==> config.mk <==
export PLATFORM = sky130hd
export DESIGN_NAME = hash_digest_mem_writer
export DESIGN_NICKNAME = d
export VERILOG_FILES = /design/src/rtl/hash_digest_mem_writer.sv
export SDC_FILE = /design/constraint.sdc
export NUM_CORES = 1
export LEC_CHECK = 0
export ABC_CLOCK_PERIOD_IN_PS = 2990
export CORE_MARGIN = 10
export CORE_UTILIZATION = 46
export CTS_CLUSTER_SIZE = 25
export DETAILED_ROUTE_END_ITERATION = 8
export PLACE_DENSITY = 0.84
export SLEW_MARGIN = 20
export SYNTH_ARGS = -nofsm -noshare
export SYNTH_HDL_FRONTEND = slang
export SYNTH_SLANG_ARGS = --single-unit
==> constraint.sdc <==
create_clock -name clk -period 2.99 [get_ports clk]
set_clock_uncertainty 0.1 [all_clocks]
set_input_delay 0.598 -clock clk [delete_from_list [all_inputs] [get_ports clk]]
set_output_delay 0.598 -clock clk [all_outputs]
set_load 0.03 [all_outputs]
==> src/rtl/hash_digest_mem_writer.sv <==
// hash_digest_mem_writer - streams digest words into a single-port RAM with tail truncation and a done pulse.
// IO_WIDTH must be a power of two so the length splits into word count and tail bits by slicing.
module hash_digest_mem_writer #(
  parameter int IO_WIDTH      = 32,
  parameter int MAX_RAM_DEPTH = 128,
  parameter int AW            = $clog2(MAX_RAM_DEPTH)
) (
  input  logic                clk,
  input  logic                rst,
  input  logic                i_start,
  input  logic [IO_WIDTH-1:0] i_output_length,
  input  logic [AW-1:0]       i_base_addr,
  input  logic [IO_WIDTH-1:0] i_data_in,
  input  logic                i_data_in_valid,
  output logic                o_data_in_ready,
  output logic                o_wr_en,
  output logic [AW-1:0]       o_addr,
  output logic [IO_WIDTH-1:0] o_data_out,
  output logic                o_busy,
  output logic                o_done
);

  localparam int RW = $clog2(IO_WIDTH);

  typedef enum logic [1:0] {IDLE, RUN, FLUSH, DONE} state_t;

  state_t              state, state_next;
  logic [IO_WIDTH-1:0] remaining;
  logic [RW-1:0]       tail;
  logic [AW-1:0]       wr_addr;

  logic [IO_WIDTH-1:0] len_words;
  logic [RW-1:0]       len_tail;
  logic [IO_WIDTH-1:0] n_words;
  logic                handshake;
  logic                last_word;
  logic [IO_WIDTH-1:0] tail_mask;
  logic [AW-1:0]       addr_inc;

  assign len_words = i_output_length >> RW;
  assign len_tail  = i_output_length[RW-1:0];
  assign n_words   = len_words + IO_WIDTH'(len_tail != '0);

  assign o_data_in_ready = (state == RUN) && (remaining != '0);
  assign handshake       = i_data_in_valid && o_data_in_ready;
  assign last_word       = (remaining == IO_WIDTH'(1));
  assign o_busy          = (state != IDLE);
  assign o_done          = (state == DONE);

  // Keep the top `tail` bits of the final word; digest bits are MSB-first.
  assign tail_mask = ~({IO_WIDTH{1'b1}} >> tail);

  // Explicit wrap so non-power-of-two RAM depths still address correctly.
  assign addr_inc = (wr_addr == AW'(MAX_RAM_DEPTH - 1)) ? '0 : wr_addr + AW'(1);

  always_comb begin
    state_next = state;
    case (state)
      IDLE: begin
        if (i_start) begin
          state_next = (n_words == '0) ? DONE : RUN;
        end
      end
      RUN: begin
        if (handshake && last_word) begin
          state_next = FLUSH;
        end
      end
      FLUSH:   state_next = DONE;
      DONE:    state_next = IDLE;
      default: state_next = IDLE;
    endcase
  end

  always_ff @(posedge clk) begin
    if (rst) begin
      state      <= IDLE;
      remaining  <= '0;
      tail       <= '0;
      wr_addr    <= '0;
      o_wr_en    <= 1'b0;
      o_addr     <= '0;
      o_data_out <= '0;
    end else begin
      state   <= state_next;
      o_wr_en <= handshake;
      if (state == IDLE && i_start) begin
        remaining <= n_words;
        tail      <= len_tail;
        wr_addr   <= i_base_addr;
      end
      if (handshake) begin
        remaining <= remaining - IO_WIDTH'(1);
        wr_addr   <= addr_inc;
        o_addr    <= wr_addr;
        if (last_word && tail != '0) begin
          o_data_out <= i_data_in & tail_mask;
        end else begin
          o_data_out <= i_data_in;
        end
      end
    end
  end

endmodule

Word-level counts from Yosys, hierarchy flattened

Index checks and enable logic that the tools add are counted.

Bits of input ports: 75
Word-level logic and storage cells: 43
Flip-flop bits (word level): 86
Output and inout bits: 43

Muxes and demuxes: 10
Add/subtract/negate cells: 3
Shifts and indexed selects: 1
Bitwise operators: 2
Reductions and logical operators: 13
Equality and inequality tests: 7

Operators with widths:

| kind                                                                     | count |
|---|---|
| 32-bit 2-to-1 mux                                                        | 3 |
| 32-bit bitwise AND                                                       | 1 |
| 32-bit by 1-bit equality test with 1-bit output (second input constant)  | 1 |
| 32-bit zero test                                                         | 1 |
| 32-bit inverter                                                          | 1 |
| 32-bit nonzero test                                                      | 1 |
| 32-bit by 5-bit >> shifter with 32-bit output (first input constant)     | 1 |
| 32-bit by 1-bit subtractor with 32-bit output (second input constant)    | 1 |
| 27-bit by 1-bit adder with 28-bit output                                 | 1 |
| 7-bit 2-to-1 mux                                                         | 3 |
| 5-bit nonzero test                                                       | 2 |
| 2-bit one-hot mux with 4 select lines                                    | 1 |
| 7-bit by 1-bit adder with 7-bit output (second input constant)           | 1 |
| 7-bit equality test (second input constant)                              | 1 |
| 2-bit 2-to-1 mux                                                         | 3 |
| 1-bit logical AND                                                        | 5 |
| 2-bit equality test (second input constant)                              | 2 |
| 2-bit nonzero test                                                       | 2 |
| 2-bit by 1-bit equality test with 1-bit output (second input constant)   | 1 |
| 2-bit zero test                                                          | 1 |
| 2-bit by 1-bit inequality test with 1-bit output (second input constant) | 1 |
| 2-bit inequality test (second input constant)                            | 1 |
| 2-bit AND reduction                                                      | 1 |

Longest topological paths before layout

Depth in word-level cells: 6
Gate-level depth with buffers: 12
Gate-level depth less buffers: 11

Worst setup path after synthesis

OpenSTA, ideal clock, no wires.

Kind: input-to-reg
From: in i_output_length[0]
To: reg state[1]
Library setup time: 0.096 ns
Stages on the path: 11
Arrival: 3.048 ns
Path slack: -0.254 ns
Buffers on the path: 0
Cells stage by stage: nor3_1 -> nand2_1 -> ha_1 -> ha_1 -> nand4_1 -> nor2_1 -> nand3_1 -> xnor2_1 -> or4b_1 -> or4_1 -> o41ai_2

Longest elaborated chain between the ends: 6

RTL lines:

| element                                  | line | RTL |
|---|---|---|
| start, declared                          | 11   | `input logic [IO_WIDTH-1:0] i_output_length,` |
| 5-bit nonzero test                       | 42   | `assign n_words = len_words + IO_WIDTH'(len_tail != '0);` |
| 27-bit by 1-bit adder with 28-bit output | 42   |  |
| 32-bit zero test                         | 61   | `state_next = (n_words == '0) ? DONE : RUN;` |
| 2-bit 2-to-1 mux                         | 61   |  |
| 2-bit 2-to-1 mux                         | 60   | `if (i_start) begin` |
| 2-bit one-hot mux with 4 select lines    | 58   | `case (state)` |
| end signal, assigned                     | 85   | `state <= state_next;` |
| end, declared                            | 27   | `state_t state, state_next;` |

Every way passes these cells. The select of a mux whose other input is x is not followed.
A chain may end at the register's enable or synchronous reset.

Worst setup path in the final report

From: reg remaining[24]
To: reg remaining[2]

Longest elaborated chain between the ends: 4
Elaborated cells between the ends (all ways): 5

RTL lines:

| element                                                        | line | RTL |
|---|---|---|
| start, declared                                                | 28   | `logic [IO_WIDTH-1:0] remaining;` |
| start signal, assigned                                         | 88   | `remaining <= n_words;` |
| start signal, assigned                                         | 93   | `remaining <= remaining - IO_WIDTH'(1);` |
| 32-bit nonzero test *                                          | 44   | `assign o_data_in_ready = (state == RUN) && (remaining != '0);` |
| 1-bit logical AND *                                            | 44   |  |
| 1-bit logical AND *                                            | 45   | `assign handshake = i_data_in_valid && o_data_in_ready;` |
| 32-bit 2-to-1 mux / 2-bit nonzero test (equally long branches) | n/a  |  |

Every way passes the cells marked *; elsewhere a longest branch is shown, timed or not.

==> results.py <==
metrics = {
    "clock_tree": {
        "clk_pin_slew_ns": 0.08,
        "clock-sinks": 86,
        "cts-htree-levels": 3,
        "ctsHoldBuffers": 0,
        "clk_path_buf_depth": 2,
        "clock_latency_ns": 0.37,
        "cts_buffers": 9,
        "cts-root-buf": "clkbuf_8",
        "cts_tree": "done",
    },
    "cells_and_area": {
        "fin_nets": 910,
        "mostFrequentLayoutCell": "clkdlybuf4s50_1",
        "mostFrequentLayoutCells": "108 x clkdlybuf4s50_1, 95 x nand2_1, 86 x dfxtp_1, 79 x buf_4, 68 x a21oi_1",
        "regArea_um2": 1720,
        "multi_input_area_um2": 3180,
        "area_delta_synth_final_pct": 39.2,
        "nFillCells": 930,
        "final_layout_size_suffix_gt1_frac": 0.163,
    },
    "power_and_ir_drop": {
        "p_int_mw": 2.34,
        "power.share.clock": 0.232,
        "netSwitchingPower_mw": 1.36,
        "switching_share": 0.368,
        "powerDensity_nw_per_um2": 522,
        "max-vdd-ir-drop_mv": 0.254,
        "p_leak_nw": 2.59,
        "p_seq_frac": 0.385,
        "p_comb_frac": 0.382,
    },
    "floorplan": {
        "chipHeight_um": 125,
        "design.core.area_um2": 10800,
        "rows": 38,
        "dieArea_um2": 15700,
        "die_w_um": 125,
        "initial_utilization": 0.469,
        "ios": 118,
    },
    "detailed_routing": {
        "drtAntennaViolNets": 0,
        "wirelength_um": 16800,
        "drt_first_iter_violations": 568,
        "drt-vias-per-instance": 5.84,
        "remaining_drc_errors": 0,
        "vias": 5646,
        "wl_met2_um": 8150,
        "first_pass_iters": 5,
        "wl_per_cell_um": 17.3,
        "wl_met1_um": 7200,
        "dr_wl_met3_um": 999,
        "top_layer_used": "met4",
    },
    "global_route": {
        "gr-total-overflow": 0,
        "grt_max_degree": 87,
        "grt_pass1_vias": 5608,
        "grt.total_usage": 0.204,
        "grt_pass1_wl_um": 27400,
        "antenna_found_initial": 1,
    },
    "setup_path": {
        "r2r_slack_ns": 0.07,
        "r2r-start": "remaining[24]",
        "startpoint_type": "register",
        "arrival_ns": 3.05,
        "setup.worst_path.class": "reg -> reg",
        "worstPathRequired_ns": 3.12,
        "cp_max_fo": 24,
        "reg2reg_to": "remaining[2]",
        "critPathCaptureType": "register",
        "r2r_cells": 8,
    },
    "placed_design": {
        "dp_hpwl_um": 12700,
        "port_buffers": 117,
        "place.gp.congestion": 0.937,
        "place_ws_ns": -0.655,
    },
    "worst_hold_path": {
        "hp-start": "o_data_out[17]",
        "min_path_type": "reg -> reg",
        "holdPathEnd": "o_data_out[17]",
        "hold_path_depth": 2,
    },
    "synthesis": {
        "synth_edf_count": 0,
        "synth_area_leader_cell": "dfxtp_1",
        "ys_seq_area_frac": 0.339,
        "synth_seq_cells": 86,
        "synth_area_per_cell_um2": 7.71,
        "yosysTopAreaCellShare": 0.339,
        "synthArstFlopShare": 0,
        "ys_top_cells_by_area": "dfxtp_1 34%, nand2_1 7.1%, a21oi_1 6.7%",
        "ys_types": 67,
        "syn-num-nets": 745,
        "synthesis.instances": 659,
        "netlist_area_um2": 5080,
        "ys.flop_type": "dfxtp_1",
        "ys_warn_count": 0,
    },
    "sta": {
        "setup_viol": 0,
        "fmax_mhz": 343,
        "fin_crit_ns": 2.92,
        "tightest_slew_ns": 0.909,
        "hold_viol_final": 0,
        "max_slew_margin": 0.394,
        "rsz0062_at_grt": "false",
        "setup_slack_ns": 0.0732,
        "maxSlewViolCount": 0,
        "period_share": 0.976,
        "final.setup.tns_ns": 0,
    },
    "run": {
        "drv_cap": 0,
    },
    "outcome": {
        "status": "completed",
    },
}
-- synthesized netlist by cell type, types with 4 or more instances --
master and n:
a21oi_1 68, a31o_2 4, o21ai_0 13, nor3_1 29, clkbuf_1 26, o21a_1 5, o31a_1 4, or3_1 7
dfxtp_1 86, nand3_1 33, buf_6 4, nand2b_1 4, nand2_1 96, or2_2 4, a31oi_1 14, a211oi_1 6
or4_1 5, xor2_1 8, a221oi_1 5, xnor2_1 24, nor4_1 11, inv_1 15, a21o_1 5, buf_2 11
nand4_1 9, o311ai_0 5, nor2b_1 5, and3_1 13, o211ai_1 21, and2_1 7, ha_1 11, nor2_1 49
-- cells by family (layout without fill, tap and decap cells) --
kind of cell / count (synthesis) / in the layout / synth area share
AOI/OAI and AO/OA: 175 / 175 / 0.228
xor gates and xnor gates: 32 / 32 / 0.0552
adders and majority gates: 11 / 11 / 0.0271
buffers and inverters: 58 / 225 / 0.0537
DFF: 86 / 86 / 0.339
muxes: 2 / 2 / 0.00394
other: 0 / 1 / 0
and+or+nand+nor: 295 / 295 / 0.294
-- state kept, by name, summed over array words and instances, names as in the netlist --
signal / cells
o_wr_en: 1
o_addr: 7
state: 2
o_data_out: 32
tail: 5
remaining: 32
wr_addr: 7
-- critical path: stages, from the launching register on --
cell      delay, ns
dfxtp_1        0.35
or4_1          0.62
nor4_2         0.32
buf_4          0.18
a31o_2         0.32
buf_4          0.33
nor2_1         0.10
a222oi_1       0.40
nor2_1         0.06
-- worst max path at each step --
stage / depth (start not counted) / start / slack, ns / end
floorplan: 11 / i_output_length[3] / -0.03 / state[1]
global placement: 12 / i_output_length[0] / -0.54 / state[1]
detailed placement: 12 / i_output_length[4] / -0.65 / state[1]
CTS: 11 / i_output_length[4] / -0.12 / state[1]
global route: 8 / remaining[24] / 0.009 / remaining[2]
finish: 8 / remaining[24] / 0.07 / remaining[2]
-- final cells by class --
class | count | area share
antenna | 1 | 0.000354
clock buffer | 11 | 0.0186
clock inverter | 2 | 0.00849
inverter | 15 | 0.00796
multi-input combinational | 515 | 0.450
sequential | 86 | 0.243
tap | 140 | 0.0248
timing repair buffer | 197 | 0.247
-- per-stage QoR --
step           cells  cell area (um^2)  hold slack, ns  utilization  total power, mW
3_3_place_gp     950              6830           0.337        0.630             2.77
4_1_cts          965              7050           0.356        0.651             3.67
2_1_floorplan    659              5110           0.351            -             2.25
3_5_place_dp     950              6830           0.345        0.630             2.83
5_1_grt          967              7070           0.376        0.652             3.88
6_report         967              7070           0.357        0.652             3.69
-- repair_timing --
item | CTS | global route
hold endpoints to repair | 0 | 0
setup buffers | 2 | 1
pin swaps | 12 | 7
gates cloned | 0 | 0
setup endpoints to repair | 2 | 9
resized for setup | 18 | 13
-- routing by layer --
layer | vias to the layer above | global-route usage
met4 | 0 | 0.0772
met3 | 35 | 0.0515
li1 | 2735 | -
met5 | - | 0
met2 | 219 | 0.351
met1 | 2657 | 0.239
-- power by group through the flow --
stage | clock network, mW | registers, mW | logic [mW]
global placement | 0 | 1.43 | 1.34
floorplan | 0 | 1.49 | 0.763
global route | 0.910 | 1.44 | 1.53
finish | 0.858 | 1.42 | 1.41
detailed placement | 0 | 1.44 | 1.38
CTS | 0.867 | 1.42 | 1.39
Power figures use the tool's default switching activity.
